[src/rtl/pipe_hazard_ctrl_if.sv]
// pipe_hazard_ctrl_if: pipeline-side inputs and sequencing outputs of the hazard controller
interface pipe_hazard_ctrl_if #(
    parameter int CNT_W = 16
);
    logic             id_valid;
    logic [3:0]       id_src1;
    logic [3:0]       id_src2;
    logic             id_uses_rn;
    logic             id_two_src;
    logic [3:0]       exe_dest;
    logic             exe_wb_en;
    logic             exe_mem_r_en;
    logic [3:0]       mem_dest;
    logic             mem_wb_en;
    logic             br_taken;
    logic             mem_busy;
    logic             freeze_pc;
    logic             freeze_ifid;
    logic             flush_ifid;
    logic             freeze_idex;
    logic             flush_idex;
    logic             freeze_back;
    logic             mem_timeout;
    logic [CNT_W-1:0] stall_cnt;
    logic [CNT_W-1:0] bubble_cnt;
    logic [CNT_W-1:0] flush_cnt;

    modport master (
        output id_valid, id_src1, id_src2, id_uses_rn, id_two_src, exe_dest, exe_wb_en,
               exe_mem_r_en, mem_dest, mem_wb_en, br_taken, mem_busy,
        input  freeze_pc, freeze_ifid, flush_ifid, freeze_idex, flush_idex, freeze_back,
               mem_timeout, stall_cnt, bubble_cnt, flush_cnt
    );

    modport slave (
        input  id_valid, id_src1, id_src2, id_uses_rn, id_two_src, exe_dest, exe_wb_en,
               exe_mem_r_en, mem_dest, mem_wb_en, br_taken, mem_busy,
        output freeze_pc, freeze_ifid, flush_ifid, freeze_idex, flush_idex, freeze_back,
               mem_timeout, stall_cnt, bubble_cnt, flush_cnt
    );
endinterface

[src/rtl/pipe_hazard_ctrl.sv]
// pipe_hazard_ctrl: freeze/flush sequencer with memory-wait timeout FSM and perf counters
module pipe_hazard_ctrl #(
    parameter int FWD_EN      = 1,
    parameter int MEM_TIMEOUT = 255,
    parameter int CNT_W       = 16
) (
    input logic               clk,
    input logic               rst,
    pipe_hazard_ctrl_if.slave bus
);
    typedef enum logic [1:0] {RUN, MEM_WAIT, ERR} state_t;

    state_t           state;
    logic [15:0]      wait_cnt;
    logic [15:0]      wait_nxt;
    logic             mem_timeout;
    logic [CNT_W-1:0] stall_cnt;
    logic [CNT_W-1:0] bubble_cnt;
    logic [CNT_W-1:0] flush_cnt;
    logic             hz1;
    logic             hz2;
    logic             exe_hit;
    logic             mem_hit;
    logic             hazard;
    logic             frz;
    logic             frz_o;
    logic             flush_o;
    logic             bubble_o;
    logic             to_hit;

    // Hazard detection and prioritised control; rst low masks every control output at once
    always_comb begin
        hz1      = bus.id_valid & bus.id_uses_rn;
        hz2      = bus.id_valid & bus.id_two_src;
        exe_hit  = bus.exe_wb_en & ((hz1 & (bus.id_src1 == bus.exe_dest)) | (hz2 & (bus.id_src2 == bus.exe_dest)));
        mem_hit  = bus.mem_wb_en & ((hz1 & (bus.id_src1 == bus.mem_dest)) | (hz2 & (bus.id_src2 == bus.mem_dest)));
        hazard   = (FWD_EN != 0) ? (exe_hit & bus.exe_mem_r_en) : (exe_hit | mem_hit);
        frz      = (state == ERR) | bus.mem_busy;
        frz_o    = rst & frz;
        flush_o  = rst & ~frz & bus.br_taken;
        bubble_o = rst & ~frz & ~bus.br_taken & hazard;
        wait_nxt = (state == RUN) ? 16'd1 : wait_cnt + 16'd1;
        to_hit   = wait_nxt == 16'(MEM_TIMEOUT);
    end

    assign bus.freeze_pc   = frz_o | bubble_o;
    assign bus.freeze_ifid = frz_o | bubble_o;
    assign bus.flush_ifid  = flush_o;
    assign bus.freeze_idex = frz_o;
    assign bus.flush_idex  = flush_o | bubble_o;
    assign bus.freeze_back = frz_o;
    assign bus.mem_timeout = mem_timeout;
    assign bus.stall_cnt   = stall_cnt;
    assign bus.bubble_cnt  = bubble_cnt;
    assign bus.flush_cnt   = flush_cnt;

    // Memory-wait timeout FSM (ERR is only left through reset) and saturating event counters
    always_ff @(posedge clk or negedge rst) begin
        if (!rst) begin
            state       <= RUN;
            wait_cnt    <= '0;
            mem_timeout <= 1'b0;
            stall_cnt   <= '0;
            bubble_cnt  <= '0;
            flush_cnt   <= '0;
        end else begin
            if (state != ERR && bus.mem_busy) begin
                wait_cnt <= wait_nxt;
                state    <= to_hit ? ERR : MEM_WAIT;
                if (to_hit) mem_timeout <= 1'b1;
            end else if (state == MEM_WAIT) begin
                state <= RUN;
            end
            if (bus.mem_busy && state != ERR && ~&stall_cnt) stall_cnt <= stall_cnt + 1'b1;
            if (bubble_o && ~&bubble_cnt) bubble_cnt <= bubble_cnt + 1'b1;
            if (flush_o && ~&flush_cnt) flush_cnt <= flush_cnt + 1'b1;
        end
    end
endmodule
[src/flat_wrapper.sv]
// flat-port wrapper written by rule: the top's interface ports become plain ports
module pipe_hazard_ctrl_flat 
#(
    parameter int FWD_EN      = 1,
    parameter int MEM_TIMEOUT = 255,
    parameter int CNT_W       = 16
)
  (clk, rst, bus_id_valid, bus_id_src1, bus_id_src2, bus_id_uses_rn, bus_id_two_src, bus_exe_dest, bus_exe_wb_en, bus_exe_mem_r_en, bus_mem_dest, bus_mem_wb_en, bus_br_taken, bus_mem_busy, bus_freeze_pc, bus_freeze_ifid, bus_flush_ifid, bus_freeze_idex, bus_flush_idex, bus_freeze_back, bus_mem_timeout, bus_stall_cnt, bus_bubble_cnt, bus_flush_cnt);
  pipe_hazard_ctrl_if #(.CNT_W(CNT_W)) bus_i ();
  input logic clk;
  input logic rst;
  input wire logic [$bits(bus_i.id_valid)-1:0] bus_id_valid;
  input wire logic [$bits(bus_i.id_src1)-1:0] bus_id_src1;
  input wire logic [$bits(bus_i.id_src2)-1:0] bus_id_src2;
  input wire logic [$bits(bus_i.id_uses_rn)-1:0] bus_id_uses_rn;
  input wire logic [$bits(bus_i.id_two_src)-1:0] bus_id_two_src;
  input wire logic [$bits(bus_i.exe_dest)-1:0] bus_exe_dest;
  input wire logic [$bits(bus_i.exe_wb_en)-1:0] bus_exe_wb_en;
  input wire logic [$bits(bus_i.exe_mem_r_en)-1:0] bus_exe_mem_r_en;
  input wire logic [$bits(bus_i.mem_dest)-1:0] bus_mem_dest;
  input wire logic [$bits(bus_i.mem_wb_en)-1:0] bus_mem_wb_en;
  input wire logic [$bits(bus_i.br_taken)-1:0] bus_br_taken;
  input wire logic [$bits(bus_i.mem_busy)-1:0] bus_mem_busy;
  output wire logic [$bits(bus_i.freeze_pc)-1:0] bus_freeze_pc;
  output wire logic [$bits(bus_i.freeze_ifid)-1:0] bus_freeze_ifid;
  output wire logic [$bits(bus_i.flush_ifid)-1:0] bus_flush_ifid;
  output wire logic [$bits(bus_i.freeze_idex)-1:0] bus_freeze_idex;
  output wire logic [$bits(bus_i.flush_idex)-1:0] bus_flush_idex;
  output wire logic [$bits(bus_i.freeze_back)-1:0] bus_freeze_back;
  output wire logic [$bits(bus_i.mem_timeout)-1:0] bus_mem_timeout;
  output wire logic [$bits(bus_i.stall_cnt)-1:0] bus_stall_cnt;
  output wire logic [$bits(bus_i.bubble_cnt)-1:0] bus_bubble_cnt;
  output wire logic [$bits(bus_i.flush_cnt)-1:0] bus_flush_cnt;
  assign bus_i.id_valid = bus_id_valid;
  assign bus_i.id_src1 = bus_id_src1;
  assign bus_i.id_src2 = bus_id_src2;
  assign bus_i.id_uses_rn = bus_id_uses_rn;
  assign bus_i.id_two_src = bus_id_two_src;
  assign bus_i.exe_dest = bus_exe_dest;
  assign bus_i.exe_wb_en = bus_exe_wb_en;
  assign bus_i.exe_mem_r_en = bus_exe_mem_r_en;
  assign bus_i.mem_dest = bus_mem_dest;
  assign bus_i.mem_wb_en = bus_mem_wb_en;
  assign bus_i.br_taken = bus_br_taken;
  assign bus_i.mem_busy = bus_mem_busy;
  assign bus_freeze_pc = bus_i.freeze_pc;
  assign bus_freeze_ifid = bus_i.freeze_ifid;
  assign bus_flush_ifid = bus_i.flush_ifid;
  assign bus_freeze_idex = bus_i.freeze_idex;
  assign bus_flush_idex = bus_i.flush_idex;
  assign bus_freeze_back = bus_i.freeze_back;
  assign bus_mem_timeout = bus_i.mem_timeout;
  assign bus_stall_cnt = bus_i.stall_cnt;
  assign bus_bubble_cnt = bus_i.bubble_cnt;
  assign bus_flush_cnt = bus_i.flush_cnt;
  pipe_hazard_ctrl #(.FWD_EN(FWD_EN), .MEM_TIMEOUT(MEM_TIMEOUT), .CNT_W(CNT_W)) u_core (.clk(clk), .rst(rst), .bus(bus_i));
endmodule
[config.mk]
export PLATFORM = sky130hd
export DESIGN_NAME = pipe_hazard_ctrl_flat
export DESIGN_NICKNAME = d
export VERILOG_FILES = /design/src/rtl/pipe_hazard_ctrl_if.sv /design/src/rtl/pipe_hazard_ctrl.sv /design/src/flat_wrapper.sv
export SDC_FILE = /design/constraint.sdc
export NUM_CORES = 1
export LEC_CHECK = 0
export ABC_AREA = 1
export ABC_CLOCK_PERIOD_IN_PS = 3600
export BUFFER_PORTS_ARGS = -buffer_cell sky130_fd_sc_hd__buf_2
export CELL_PAD_IN_SITES_DETAIL_PLACEMENT = 0
export CELL_PAD_IN_SITES_GLOBAL_PLACEMENT = 2
export CORE_ASPECT_RATIO = 1.1
export CORE_MARGIN = 4
export CORE_UTILIZATION = 34
export CTS_CLUSTER_SIZE = 8
export DETAILED_ROUTE_END_ITERATION = 6
export GPL_ROUTABILITY_DRIVEN = 1
export HOLD_SLACK_MARGIN = 0.02
export PLACE_DENSITY_LB_ADDON = 0.1
export SLEW_MARGIN = 20
export SYNTH_ARGS = -nofsm -noshare
export SYNTH_HDL_FRONTEND = slang
export SYNTH_SLANG_ARGS = --single-unit
[constraint.sdc]
create_clock -name clk -period 3.6 [get_ports clk]
set_input_delay 0.36 -clock clk [delete_from_list [all_inputs] [get_ports clk]]
set_output_delay 0.36 -clock clk [all_outputs]
set_load 0.03 [all_outputs]
==> flow_summary.ini, run 1 <==
[status]
outcome = finished, final reports clean

[worst_hold_path]
hp-class = in2reg

[power_and_ir_drop]
p_int_uw = 1438
p_leak_uw = 0.002314
pwr-share-seq_pct = 42.7
power_uw = 2157
peakVddDrop_mv = 0.3485
swShare_pct = 33.30
clkPwrFrac_pct = 37.4
switchingPower_uw = 718.1
pwr_density_cell_mw_per_mm2 = 456.2
comb_power_share_pct = 20.0

[critical_path]
cp-end-kind = register
cpMaxStageDelayCell = nand3_1
crit_fanout = 31
critPathLaunchType = primary input
worstPathRequired_ps = 3820
critPathBufInv = 2
worst_path_dominant_cell_family = simple AND/OR/NAND/NOR gates
path_cells = dlygate4sd3_1, buf_2, nand2_4, nor2_2, nand3_1, o21ai_0
criticalPathCategory = in2reg
max_stage_delay_ps = 690
crit_arrival_ps = 2550

[global_routing]
antenna_found_initial = 0
grt_pass1_vias = 3291
grt_max_degree = 62
grt.overflow.total = 0
grt_pass1_wl_mm = 15.90
grt_util_all_layers_pct = 14.51

[finish]
fillers = 1183
area_growth_pct = 20.43
drive_above_1_share_pct = 21.54
final_common_cell = nand2_1
diodes = 0
layout.nets = 611
layout_common_cells = nand2_1 (129), buf_2 (75), dfrtp_1 (67), inv_1 (57), nand3_1 (44)
final_util_pct = 42.55

[routing]
drc = 0
wl_per_cell_um = 12.65
drt_iter0_markers = 122
vias_per_cell = 4.652
vias = 3405
first_pass_iters = 4
wirelength_mm = 9.259
postRouteAntennaNets = 0

[clocking]
numCtsBuffers = 9
cts_buffer_depth = 2
holdBufCountCts = 1
clockRootBuffer = clkbuf_16
clkLatencyLatePin_ps = 330
postCtsSetupBuffers = 0
post_cts_resized = 0
clk_pin_slew_worst_paths_ps = 60
cts_tree = done
htreeDepth = 3
clock-sinks = 67

[die]
start_util_pct = 35.33
dieArea_mm2 = 0.01333
rows = 40
pin_count = 81
core-area_mm2 = 0.01111
die_w_um = 110.4
die_h_um = 120.7

[synth]
synth_edf_count = 0
avgSynthCellArea_um2 = 7.834
synth_nets = 531
synthArstFlopShare_pct = 100.0
yosysSeqAreaShare_pct = 42.72
synth_cells = 501
synth_area_mm2 = 0.003925
synth_ff_type = dfrtp_1
yosys_warnings = 0
ys_seq_elements = 67
yosys.cell_types.count = 32

[placement]
post-place-ws_ps = 1222
gp_congestion = 0.7647
dpl.hpwl_mm = 6.926
port-buffer-count = 75

[timing]
slew_violations = 0
setup_slack_ps = 1272
setup_viol = 0
period_minus_slack_ps = 2328
max_slew.worst_pin.slew_ps = 965.4
maxSlewHeadroom_pct = 35.46
timing.fmax_ghz = 0.4296
final_hold_viol_count = 0
fin_crit_sh_pct = 64.67
clock_skew_ps = 4.904
rsz0062_at_grt = no
tns_ps = 0

[flow_run]
maxCapViolCount = 0
area by class of cell:
cell class	count	area (µm²)	share of cell area, %
Multi-Input combinational cell	365	1972	41.72
Timing Repair Buffer	78	400.4	8.470
Clock buffer	10	239.0	5.056
Clock inverter	5	30.03	0.6353
Inverter	60	225.2	4.764
Sequential cell	67	1677	35.47
Tap cell	147	183.9	3.891
power groups by stage:
stage          combinational [µW]  sequential [µW]  clock, µW
4_1_cts                       438              921        840
6_report                      430              920        806
3_5_place_dp                  436              934          0
3_3_place_gp                  433              933          0
2_1_floorplan                 166             1050          0
5_1_grt                       471              934        870
flip-flops by register name, summed over array words and instances (netlist names):
signal / cells
u_core.state: 2
u_core.bus.bubble_cnt: 16
u_core.bus.flush_cnt: 16
u_core.bus.mem_timeout: 1
u_core.bus.stall_cnt: 16
u_core.wait_cnt: 16
synthesized netlist by cell type (2+ instances only):
library cell | n | area, µm²
nand2_1 | 129 | 484.2
dfrtp_1 | 67 | 1677
inv_1 | 57 | 214.0
nand3_1 | 44 | 220.2
nor2_1 | 40 | 150.1
o21ai_0 | 32 | 160.2
xor2_1 | 29 | 254.0
xnor2_1 | 14 | 122.6
nand4_1 | 12 | 75.07
nor3_1 | 12 | 60.06
nor2_2 | 9 | 56.30
o21ai_1 | 6 | 30.03
a21oi_1 | 5 | 25.02
nand2_2 | 5 | 31.28
nor3_2 | 5 | 50.05
buf_4 | 4 | 30.03
ha_1 | 4 | 50.05
clkbuf_1 | 3 | 11.26
inv_2 | 3 | 11.26
nand2_4 | 3 | 33.78
a211oi_1 | 2 | 15.01
buf_2 | 2 | 10.01
nand3_2 | 2 | 20.02
nor2_4 | 2 | 22.52
nor2_8 | 2 | 40.04
o21bai_1 | 2 | 15.01
final timing paths:
check,start,to,slack [ps],depth (start not counted)
setup / recovery,rst,u_core.bus.bubble_cnt[8]$_DFFE_PN0P_,1270,6
hold / removal,bus_mem_busy,u_core.state[0]$_DFFE_PN0P_,330,4
setup reg to reg,u_core.bus.bubble_cnt[0]$_DFFE_PN0P_,u_core.bus.bubble_cnt[8]$_DFFE_PN0P_,1270,6
hold reg to reg,u_core.bus.mem_timeout$_DFFE_PN0P_,u_core.bus.mem_timeout$_DFFE_PN0P_,460,2
max in group asynchronous,rst,u_core.bus.bubble_cnt[7]$_DFFE_PN0P_,2050,3
min in group asynchronous,rst,u_core.bus.stall_cnt[3]$_DFFE_PN0P_,460,2
metrics by stage:
| step | std cells | cell area (µm²) | hold WS (ps) |
|---|---|---|---|
| floorplan | 501 | 3925 | 64.41 |
| global placement | 716 | 4448 | 248.4 |
| detailed placement | 716 | 4448 | 242.8 |
| CTS | 732 | 4727 | 317.4 |
| global route | 732 | 4727 | 388.3 |
| finish | 732 | 4727 | 330.1 |
kinds of logic after synthesis:
kind of cell | after synthesis | synth area share [%]
AOI/OAI and AO/OA | 50 | 6.790
and+or+nand+nor | 267 | 32.16
xor gates and xnor gates | 44 | 10.01
adders and majority gates | 4 | 1.275
buffers and inverters | 69 | 7.045
DFF | 67 | 42.72
routing by layer:
layer,wire length (µm),global-route usage (%),vias up
li1,-,-,1763
met1,4488,19.24,1567
met2,4200,22.88,62
met3,440,3.804,13
met4,130,5.235,0
met5,0,0,-
worst reg2reg max path, delay by kind of cell (launching register included):
kind                       cells  cell delay, ps
AOI/OAI and AO/OA              1             430
adders and majority gates      1             260
DFF                            1             460
and+or+nand+nor                4            1050
No activity file was read; power rests on OpenSTA's default activity.
==> run 2, diff against run 1 <==
- ABC_CLOCK_PERIOD_IN_PS: 3600 -> 2300
- CORE_UTILIZATION: 34 -> 32
- clock period: 3.6 -> 2.3 ns (I/O delays scaled with it)
==> flow_summary.ini, run 2 (synthesis results as in run 1) <==
[status]
outcome = finished, final reports clean

[routing]
drc = 0
drt_iter0_markers = 126
vias = 3401
first_pass_iters = 4
postRouteAntennaNets = 0
wl_per_cell_um = 12.98
vias_per_cell = 4.596
wirelength_mm = 9.607

[flow_run]
maxCapViolCount = 0

[global_routing]
antenna_found_initial = 0
grt_max_degree = 68
grt_pass1_wl_mm = 16.54
grt_util_all_layers_pct = 14.64
grt.overflow.total = 0
grt_pass1_vias = 3455

[clocking]
post_cts_resized = 0
clkLatencyLatePin_ps = 330
postCtsSetupBuffers = 0
holdBufCountCts = 0
cts_buffer_depth = 2
cts_tree = done
numCtsBuffers = 9
clk_pin_slew_worst_paths_ps = 60
clock-sinks = 67
htreeDepth = 3
clockRootBuffer = clkbuf_16

[die]
dieArea_mm2 = 0.01410
rows = 42
start_util_pct = 32.62
pin_count = 81
die_w_um = 113.6
die_h_um = 124.2
core-area_mm2 = 0.01203

[critical_path]
path_cells = nand2_2, nand2_1, inv_2, nand2_4, nor2_2, nand2_1, o21ai_0, buf_2
reg2reg_slack_ps = 470
worstPathRequired_ps = 2070
r2r_cells = 7
cp_common_cell = nand2_1
rr_startpoint = u_core.bus.bubble_cnt[0]$_DFFE_PN0P_
critPathLaunchType = register
cp-end-kind = output pin
cp_num_cells = 8
r2r_end = u_core.bus.bubble_cnt[1]$_DFFE_PN0P_
crit_fanout = 4
max_stage_delay_ps = 410
cpMaxStageDelayCell = dfrtp_1
critPathBufInv = 2
cp-startpoint = u_core.state[1]$_DFFE_PN0P_
worst_path_dominant_cell_family = simple AND/OR/NAND/NOR gates
criticalPathCategory = reg2out
crit_arrival_ps = 1620
cp-endpoint = bus_freeze_pc

[placement]
dpl.hpwl_mm = 7.028
post-place-ws_ps = 428.7
gp_congestion = 0.7426
port-buffer-count = 75

[power_and_ir_drop]
pwr_density_cell_mw_per_mm2 = 716.4
peakVddDrop_mv = 0.5773
p_leak_uw = 0.002318

[timing]
clock_skew_ps = 8.223
setup_viol = 0
period_minus_slack_ps = 1849
setup_slack_ps = 450.9
slew_violations = 0
fin_crit_sh_pct = 80.39
timing.fmax_ghz = 0.5408
final_hold_viol_count = 0
rsz0062_at_grt = no
tns_ps = 0
max_slew.worst_pin.slew_ps = 912.7
maxSlewHeadroom_pct = 39.15

[finish]
area_growth_pct = 20.78
drive_above_1_share_pct = 21.84
layout_common_cells = nand2_1 (129), buf_2 (75), dfrtp_1 (67), inv_1 (57), nand3_1 (44)
diodes = 0
final_common_cell = nand2_1
layout.nets = 612

[worst_hold_path]
hp-class = in2async
-- run 2: cell count changes in the layout (fill, tap and decap cells not counted), sizes merged --
| cell | previous run | this run |
|---|---|---|
| dlygate4sd3 | 1 | 0 |
| buf | 77 | 79 |
-- run 2: metal layers --
metal | GRT usage [%] | routed length, µm
met4 | 4.057 | 108
met3 | 4.179 | 473
met5 | 0 | 0
met1 | 18.73 | 4562
met2 | 24.23 | 4462
-- run 2: report_power, final --
part | internal [µW] | switching [µW]
combinational | 209 | 467
sequential | 1300 | 149
clock | 747 | 528
total | 2250 | 1140
-- run 2: worst reg2reg max path, cell delays in order, from the launching register on --
cell     delay (ps)
dfrtp_1         450
ha_1            220
nand3_1         160
nor2_2          240
nand3_1         140
nand3_1         100
buf_4           270
o21ai_0         120
-- run 2: worst min-delay path by stage --
| stage | end | slack [ps] | start |
|---|---|---|---|
| 2_1_floorplan | u_core.bus.bubble_cnt[0]$_DFFE_PN0P_ | -70 | rst |
| 6_report | u_core.bus.flush_cnt[8]$_DFFE_PN0P_ | 210 | rst |
| 3_5_place_dp | u_core.bus.mem_timeout$_DFFE_PN0P_ | 450 | u_core.bus.mem_timeout$_DFFE_PN0P_ |
| 4_1_cts | u_core.state[0]$_DFFE_PN0P_ | 200 | bus_mem_busy |
| 3_3_place_gp | u_core.bus.mem_timeout$_DFFE_PN0P_ | 450 | u_core.bus.mem_timeout$_DFFE_PN0P_ |
| 5_1_grt | u_core.state[0]$_DFFE_PN0P_ | 260 | bus_mem_busy |
-- run 2: through the flow --
stage | util, % | hold slack (ps) | total power, µW | cell area, µm² | std cells
final | 39.39 | 209.7 | 3396 | 4741 | 740
after global routing | 39.39 | 262.1 | 3584 | 4741 | 740
after CTS | 39.39 | 201.2 | 3457 | 4741 | 740
after detailed placement | 37.16 | 449.9 | 2154 | 4472 | 725
after global placement | 37.16 | 454.2 | 2146 | 4472 | 725
after floorplan | - | -65.59 | 1909 | 3925 | 501
-- run 2: area by class of cell --
type	count	area, µm²
clock buffers	10	239.0
well taps	154	192.7
repair buffers	79	405.4
clock inverters	5	30.03
multi-input cells	365	1972
fillers	1279	7293
inverters	60	225.2
flip-flops and latches	67	1677
